File: src/rtl/softmax_cfg_pkg.sv
// Shared definitions for the softmax configuration master: slave register
// map, CSR_STATE bit positions, check pattern and sequencer states.
// Build option: SOFTMAX_CFG_CHECK_EN adds the CSR_CHECK read state.
package softmax_cfg_pkg;

  localparam int unsigned REG_AW = 6;

  localparam logic [REG_AW-1:0] RD_ADDR          = 6'h00;
  localparam logic [REG_AW-1:0] WR_ADDR          = 6'h01;
  localparam logic [REG_AW-1:0] IO_LEN           = 6'h02;
  localparam logic [REG_AW-1:0] END_OF_IN_CONFIG = 6'h20;
  localparam logic [REG_AW-1:0] CSR_STATE        = 6'h21;
  localparam logic [REG_AW-1:0] CSR_TIME         = 6'h22;
  localparam logic [REG_AW-1:0] CSR_CHECK        = 6'h3F;

  // Value the slave must return from CSR_CHECK before it is programmed.
  localparam logic [31:0] CHECK_PATTERN = 32'hF0F0_F0F0;

  // CSR_STATE bit positions.
  localparam int unsigned CSR_STATE_DONE = 0;
  localparam int unsigned CSR_STATE_BUSY = 1;

  typedef enum logic [3:0] {
    ST_IDLE      = 4'd0,
`ifdef SOFTMAX_CFG_CHECK_EN
    ST_CHECK_RD  = 4'd11,
`endif
    ST_WR_DISARM = 4'd1,
    ST_WR_RADDR  = 4'd2,
    ST_WR_WADDR  = 4'd3,
    ST_WR_IOLEN  = 4'd4,
    ST_WR_ARM    = 4'd5,
    ST_POLL_RD   = 4'd6,
    ST_POLL_CHK  = 4'd7,
    ST_POLL_WAIT = 4'd8,
    ST_TIME_RD   = 4'd9,
    ST_FINISH    = 4'd10
  } cfg_state_e;

endpackage

File: src/rtl/softmax_cfg_poll_timer.sv
// Poll pacing for the configuration master: a gap counter that spaces
// CSR_STATE reads POLL_GAP cycles apart, and a read counter that flags the
// timeout once POLL_MAX reads have been issued.
module softmax_cfg_poll_timer #(
  parameter int POLL_GAP = 16,
  parameter int POLL_MAX = 65535
) (
  input  logic clk,
  input  logic rst,
  input  logic gap_load,
  input  logic gap_tick,
  output logic gap_expired,
  input  logic poll_clr,
  input  logic poll_inc,
  output logic poll_expired
);

  localparam int GW         = (POLL_GAP > 1) ? $clog2(POLL_GAP) : 1;
  localparam int PW         = $clog2(POLL_MAX + 1);
  localparam int GAP_LOAD_I = (POLL_GAP > 0) ? (POLL_GAP - 1) : 0;
  localparam logic [GW-1:0] GAP_LOAD = GW'(GAP_LOAD_I);
  localparam logic [PW-1:0] POLL_LIM = PW'(POLL_MAX);

  logic [GW-1:0] gap_cnt_r;
  logic [PW-1:0] poll_cnt_r;

  // Gap counter: loaded so that the wait state lasts exactly POLL_GAP cycles.
  always_ff @(posedge clk or negedge rst) begin
    if (!rst) begin
      gap_cnt_r <= '0;
    end else if (gap_load) begin
      gap_cnt_r <= GAP_LOAD;
    end else if (gap_tick && (gap_cnt_r != '0)) begin
      gap_cnt_r <= gap_cnt_r - GW'(1);
    end else begin
      gap_cnt_r <= gap_cnt_r;
    end
  end

  // Read counter: one step per CSR_STATE read, cleared on each new sequence.
  always_ff @(posedge clk or negedge rst) begin
    if (!rst) begin
      poll_cnt_r <= '0;
    end else if (poll_clr) begin
      poll_cnt_r <= '0;
    end else if (poll_inc && !poll_expired) begin
      poll_cnt_r <= poll_cnt_r + PW'(1);
    end else begin
      poll_cnt_r <= poll_cnt_r;
    end
  end

  assign gap_expired  = (gap_cnt_r == '0);
  assign poll_expired = (poll_cnt_r >= POLL_LIM);

endmodule

File: src/rtl/softmax_config_master.sv
// Softmax configuration master: programs RD_ADDR/WR_ADDR/IO_LEN, arms the
// core via END_OF_IN_CONFIG, polls CSR_STATE until done (or timeout) and
// returns CSR_TIME. Every bus output is registered for the state being
// entered, so each transaction is visible in the cycle its state occupies.
// Build option: SOFTMAX_CFG_CHECK_EN reads CSR_CHECK before programming.
module softmax_config_master
  import softmax_cfg_pkg::*;
#(
  parameter int DW       = 32,
  parameter int CW       = 6,
  parameter int POLL_GAP = 16,
  parameter int POLL_MAX = 65535
) (
  input  logic          clk,
  input  logic          rst,
  input  logic          cfg_start,
  input  logic [DW-1:0] cfg_raddr,
  input  logic [DW-1:0] cfg_waddr,
  input  logic [CW-1:0] cfg_iolen,
  output logic          cfg_busy,
  output logic          cfg_done,
  output logic          cfg_err,
  output logic [DW-1:0] cfg_time,
  output logic          config_ena,
  output logic [CW-1:0] config_addr,
  output logic [DW-1:0] config_wdata,
  input  logic [DW-1:0] config_rdata
);

  localparam logic [CW-1:0] A_RD    = CW'(RD_ADDR);
  localparam logic [CW-1:0] A_WR    = CW'(WR_ADDR);
  localparam logic [CW-1:0] A_LEN   = CW'(IO_LEN);
  localparam logic [CW-1:0] A_EOC   = CW'(END_OF_IN_CONFIG);
  localparam logic [CW-1:0] A_STATE = CW'(CSR_STATE);
  localparam logic [CW-1:0] A_TIME  = CW'(CSR_TIME);
`ifdef SOFTMAX_CFG_CHECK_EN
  localparam logic [CW-1:0] A_CHECK = CW'(CSR_CHECK);
`endif

  cfg_state_e    state_r;
  logic          phase_r;      // 0: first read cycle, 1: sample cycle
  logic          done_seen_r;  // CSR_STATE.DONE from the latest poll
  logic [DW-1:0] raddr_r;
  logic [DW-1:0] waddr_r;
  logic [CW-1:0] iolen_r;

  logic gap_load_s;
  logic gap_tick_s;
  logic gap_expired_s;
  logic poll_clr_s;
  logic poll_inc_s;
  logic poll_expired_s;

  softmax_cfg_poll_timer #(
    .POLL_GAP (POLL_GAP),
    .POLL_MAX (POLL_MAX)
  ) u_timer (
    .clk          (clk),
    .rst          (rst),
    .gap_load     (gap_load_s),
    .gap_tick     (gap_tick_s),
    .gap_expired  (gap_expired_s),
    .poll_clr     (poll_clr_s),
    .poll_inc     (poll_inc_s),
    .poll_expired (poll_expired_s)
  );

  // Timer controls decoded from the current state.
  always_comb begin
    gap_load_s = 1'b0;
    gap_tick_s = 1'b0;
    poll_clr_s = 1'b0;
    poll_inc_s = 1'b0;
    case (state_r)
      ST_IDLE:      poll_clr_s = cfg_start;
      ST_POLL_RD:   poll_inc_s = phase_r;
      ST_POLL_CHK:  gap_load_s = !done_seen_r && !poll_expired_s;
      ST_POLL_WAIT: gap_tick_s = !gap_expired_s;
      default:      gap_load_s = 1'b0;
    endcase
  end

  // Sequencer: picks the next state and registers its bus/host outputs.
  always_ff @(posedge clk or negedge rst) begin
    if (!rst) begin
      state_r      <= ST_IDLE;
      phase_r      <= 1'b0;
      done_seen_r  <= 1'b0;
      raddr_r      <= '0;
      waddr_r      <= '0;
      iolen_r      <= '0;
      cfg_busy     <= 1'b0;
      cfg_done     <= 1'b0;
      cfg_err      <= 1'b0;
      cfg_time     <= '0;
      config_ena   <= 1'b0;
      config_addr  <= '0;
      config_wdata <= '0;
    end else begin
      config_ena   <= 1'b0;
      config_addr  <= '0;
      config_wdata <= '0;
      cfg_done     <= 1'b0;
      case (state_r)
        ST_IDLE: begin
          if (cfg_start) begin
            raddr_r  <= cfg_raddr;
            waddr_r  <= cfg_waddr;
            iolen_r  <= cfg_iolen;
            cfg_busy <= 1'b1;
            cfg_err  <= 1'b0;
            cfg_time <= '0;
`ifdef SOFTMAX_CFG_CHECK_EN
            state_r     <= ST_CHECK_RD;
            config_addr <= A_CHECK;
            phase_r     <= 1'b0;
`else
            // Writing 0 first re-arms the slave's END_OF_IN_CONFIG edge detector.
            state_r      <= ST_WR_DISARM;
            config_ena   <= 1'b1;
            config_addr  <= A_EOC;
            config_wdata <= '0;
`endif
          end
        end
`ifdef SOFTMAX_CFG_CHECK_EN
        ST_CHECK_RD: begin
          if (!phase_r) begin
            config_addr <= A_CHECK;
            phase_r     <= 1'b1;
          end else if (config_rdata == DW'(CHECK_PATTERN)) begin
            state_r      <= ST_WR_DISARM;
            config_ena   <= 1'b1;
            config_addr  <= A_EOC;
            config_wdata <= '0;
          end else begin
            state_r  <= ST_FINISH;
            cfg_err  <= 1'b1;
            cfg_done <= 1'b1;
          end
        end
`endif
        ST_WR_DISARM: begin
          state_r      <= ST_WR_RADDR;
          config_ena   <= 1'b1;
          config_addr  <= A_RD;
          config_wdata <= raddr_r;
        end
        ST_WR_RADDR: begin
          state_r      <= ST_WR_WADDR;
          config_ena   <= 1'b1;
          config_addr  <= A_WR;
          config_wdata <= waddr_r;
        end
        ST_WR_WADDR: begin
          state_r      <= ST_WR_IOLEN;
          config_ena   <= 1'b1;
          config_addr  <= A_LEN;
          config_wdata <= DW'(iolen_r);
        end
        ST_WR_IOLEN: begin
          state_r      <= ST_WR_ARM;
          config_ena   <= 1'b1;
          config_addr  <= A_EOC;
          config_wdata <= DW'(1);
        end
        ST_WR_ARM: begin
          state_r     <= ST_POLL_RD;
          config_addr <= A_STATE;
          phase_r     <= 1'b0;
        end
        ST_POLL_RD: begin
          if (!phase_r) begin
            config_addr <= A_STATE;
            phase_r     <= 1'b1;
          end else begin
            done_seen_r <= config_rdata[CSR_STATE_DONE];
            state_r     <= ST_POLL_CHK;
          end
        end
        ST_POLL_CHK: begin
          if (done_seen_r) begin
            state_r     <= ST_TIME_RD;
            config_addr <= A_TIME;
            phase_r     <= 1'b0;
          end else if (poll_expired_s) begin
            state_r  <= ST_FINISH;
            cfg_err  <= 1'b1;
            cfg_done <= 1'b1;
          end else if (POLL_GAP == 0) begin
            state_r     <= ST_POLL_RD;
            config_addr <= A_STATE;
            phase_r     <= 1'b0;
          end else begin
            state_r <= ST_POLL_WAIT;
          end
        end
        ST_POLL_WAIT: begin
          if (gap_expired_s) begin
            state_r     <= ST_POLL_RD;
            config_addr <= A_STATE;
            phase_r     <= 1'b0;
          end else begin
            state_r <= ST_POLL_WAIT;
          end
        end
        ST_TIME_RD: begin
          if (!phase_r) begin
            config_addr <= A_TIME;
            phase_r     <= 1'b1;
          end else begin
            cfg_time <= config_rdata;
            cfg_done <= 1'b1;
            state_r  <= ST_FINISH;
          end
        end
        ST_FINISH: begin
          cfg_busy <= 1'b0;
          state_r  <= ST_IDLE;
        end
        default: begin
          cfg_busy <= 1'b0;
          state_r  <= ST_IDLE;
        end
      endcase
    end
  end

endmodule

File: config.mk
export PLATFORM = sky130hd
export DESIGN_NAME = softmax_config_master
export DESIGN_NICKNAME = d
export VERILOG_FILES = /design/src/rtl/softmax_cfg_pkg.sv /design/src/rtl/softmax_cfg_poll_timer.sv /design/src/rtl/softmax_config_master.sv
export SDC_FILE = /design/constraint.sdc
export NUM_CORES = 1
export LEC_CHECK = 0
export BUFFER_PORTS_ARGS = -buffer_cell sky130_fd_sc_hd__buf_2
export CORE_ASPECT_RATIO = 2
export CORE_MARGIN = 2
export CORE_UTILIZATION = 45
export DETAILED_ROUTE_END_ITERATION = 6
export PLACE_DENSITY = 0.78
export SLEW_MARGIN = 0
export SYNTH_ARGS = -nofsm -noshare
export SYNTH_HDL_FRONTEND = slang
export SYNTH_SLANG_ARGS = --single-unit
File: constraint.sdc
create_clock -name clk -period 2.05 [get_ports clk]
set_input_delay 0.41 -clock clk [delete_from_list [all_inputs] [get_ports clk]]
set_output_delay 0.41 -clock clk [all_outputs]
set_load 0.005 [all_outputs]
==> results.yml <==
status:
  status: "finished, final reports clean"
power:
  pwr-share-clk: 0.269
  internal_power_w: 0.00786
  power_frac_seq: 0.424
  switching_share: 0.351
  p_sw_w: 0.00424
  finalPower_w: 0.0121
  powerDensity_nw_per_um2: 1380
  leakage_nw: 4.78
  peakVddDrop_uv: 737
  comb_power_share: 0.306
floorplanning:
  initial_utilization: 0.459
  die_area_um2: 16600
  ios: 179
  dieWidth_um: 92.1
  die_y_um: 180
  row_count: 64
  core_area_um2: 15200
drt:
  ant_nets: 0
  routed_wirelength_um: 16400
  dr.pass1.iters: 4
  vias: 5663
  drtIter0Drc: 286
  via_per_inst: 5.12
  wire_per_inst_um: 14.8
  route.detailed.drc: 0
logic_synthesis:
  ys_seq_area_frac: 0.599
  syn_inst: 725
  ys_ff_latch: 167
  asyncSetResetFlopFracSynth: 1.00
  yosys.cell_count.top_type: "nand2_1"
  synth_cell_types: 53
  yosysWarningCount: 0
  synth-main-ff-cell: "dfrtp_1"
  synth_area_leaders: "dfrtp_1, nand2_1, a22o_1"
  synth_top_area_share: 0.599
  synth_area_um2: 6980
  syn_avg_cell_area_um2: 9.63
  synth_common_cells: "nand2_1, dfrtp_1, nand3_1"
  yosysTopAreaCell: "dfrtp_1"
  synth_edf_count: 0
setup_path:
  crit_chain: "buf_4 -> and4bb_2 -> nand2_1 -> nor3_1 -> xnor2_1 -> nor2_1"
  worstPathArrival_ns: 2.20
  r2r-start: "state_r[2]"
  timing.reg2reg.setup_slack_ns: 0.13
  cp_num_buf_inv: 1
  crit_path_max_incr_delay_ns: 0.47
  worstReg2RegEnd: "u_timer.poll_cnt_r[14]"
  cp_top_family: "simple AND/OR/NAND/NOR gates"
  worst-endpoint-required_ns: 2.33
  crit_type: "reg -> reg"
  cp-start-kind: "flip-flop"
  rr_worst_depth: 6
  critPathCaptureType: "flip-flop"
  path_max_fanout: 11
  crit_slowest_cell: "dfrtp_1"
global_routing:
  grt_pass1_wl_um: 27200
  antenna_found_initial: 0
  grt_pass1_vias: 5868
  grt-ovfl-total: 0
  track_usage: 0.207
  grt_max_degree: 85
min_path:
  holdPathStages: 3
  worstHoldPathType: "in -> reg"
  hold_end: "waddr_r[10]"
  hp-start: "cfg_waddr[10]"
sta:
  slew_viol_final: 0
  tightestPinTransition_ns: 0.697
  finalSetupTns_ns: 0
  setup_viol: 0
  fin_skew_ns: 0.00786
  rsz0062_at_grt: "no"
  hold_viol_final: 0
  max_slew_margin: 0.534
  period_needed_ns: 1.92
  fmax_mhz: 522
  fin_crit_sh: 0.934
final_layout:
  area_growth_syn_to_layout_pct: 25.8
  final_nets: 1003
  fillers: 1379
  diodes: 0
  fin_cells: 1107
  postLayoutCoreUtil: 0.577
  regArea_um2: 4180
  multi_input_area_um2: 2590
  drive_gt1_frac: 0.281
cts:
  clk_latency_ns: 0.42
  clockRootBuffer: "clkbuf_16"
  path_clk_slew_ns: 0.07
  numCtsBuffers: 17
  cts_tree: "yes"
  clk_path_buf_depth: 2
  post_cts_buffers: 0
  htree_levels: 4
  cts.sink_count: 167
placed_design:
  routabilityCongestion: 0.834
  dp_hpwl_um: 11500
  place_inst: 1074
  portBuffers: 175
job:
  maxCapViolCount: 0
==> kinds of logic after synthesis <==
group	Yosys count	synth area share
other cells	1	0.000537
compound gates	66	0.0724
flops	167	0.599
buf+inv	53	0.0359
simple gates	413	0.257
fa+ha+maj	2	0.00358
xor+xnor	15	0.0188
mux	8	0.0127
==> power by group through the flow <==
stage | clock (W) | sequential, W | combinational (W)
after CTS | 0.00334 | 0.00513 | 0.00373
final | 0.00326 | 0.00513 | 0.00371
after detailed placement | 0 | 0.00519 | 0.00367
after global placement | 0 | 0.00513 | 0.00358
after floorplan | 0 | 0.00503 | 0.00238
after global routing | 0.00348 | 0.00528 | 0.00420
==> per-stage QoR <==
| stage | worst slack, ns | area, µm² | hold WS [ns] |
|---|---|---|---|
| 2_1_floorplan | 0.370 | 6990 | 0.114 |
| 3_3_place_gp | 0.0734 | 8150 | 0.378 |
| 3_5_place_dp | 0.0199 | 8150 | 0.380 |
| 4_1_cts | 0.0789 | 8770 | 0.152 |
| 5_1_grt | 0.0125 | 8780 | 0.170 |
| 6_report | 0.134 | 8780 | 0.170 |
==> placed cells by master (no fill, tap or decap), types with 6 or more instances in the layout <==
master	n
nand2_1	299
buf_2	174
dfrtp_1	167
nand3_1	37
nor2_1	29
a22o_1	26
clkbuf_16	17
buf_4	15
xnor2_1	13
a21oi_1	10
inv_6	10
nand2b_1	8
nor3_1	8
mux2_2	7
a22oi_1	6
buf_12	6
==> area by class of cell <==
type,count,area share
Sequential cell,167,0.476
Multi-Input combinational cell,507,0.295
Timing Repair Buffer,198,0.129
Clock buffer,17,0.0485
Tap cell,198,0.0282
Clock inverter,15,0.0204
Inverter,5,0.00214
==> tightest hold or removal path, stage by stage <==
cell	delay (ns)
buf_2	0.07
nand2_1	0.04
nand2_1	0.04
==> how the worst max path moves through the flow <==
stage                     slack [ns]                      to  depth (start not counted)  startpoint
after floorplan                 0.37  u_timer.poll_cnt_r[15]                          6  state_r[3]
after global placement          0.07        config_wdata[26]                          3  state_r[2]
after detailed placement        0.02        config_wdata[21]                          3  state_r[2]
after CTS                       0.08            cfg_time[20]                          6  state_r[2]
after global routing            0.01  u_timer.poll_cnt_r[10]                          6  state_r[2]
final                           0.13  u_timer.poll_cnt_r[14]                          6  state_r[2]
==> per-layer routing <==
metal	vias up	track usage	wire length, µm
li1	2709	-	-
met1	2708	0.218	5890
met2	198	0.373	8990
met3	48	0.0431	814
met4	0	0.118	714
met5	-	0	0
==> registers in the layout, indices dropped and copies added, names as in the netlist <==
register	cells
cfg_time	32
config_wdata	32
raddr_r	32
waddr_r	32
u_timer.poll_cnt_r	16
iolen_r	6
state_r	4
u_timer.gap_cnt_r	4
config_addr	3
cfg_busy	1
cfg_done	1
cfg_err	1
config_ena	1
done_seen_r	1
phase_r	1
==> repair_timing <==
item,in CTS,in global routing
endpoints found under the hold margin,47,0
resized for setup,1,2
hold buffers,1,0
setup endpoints to repair,23,19
Power figures use the tool's default switching activity.
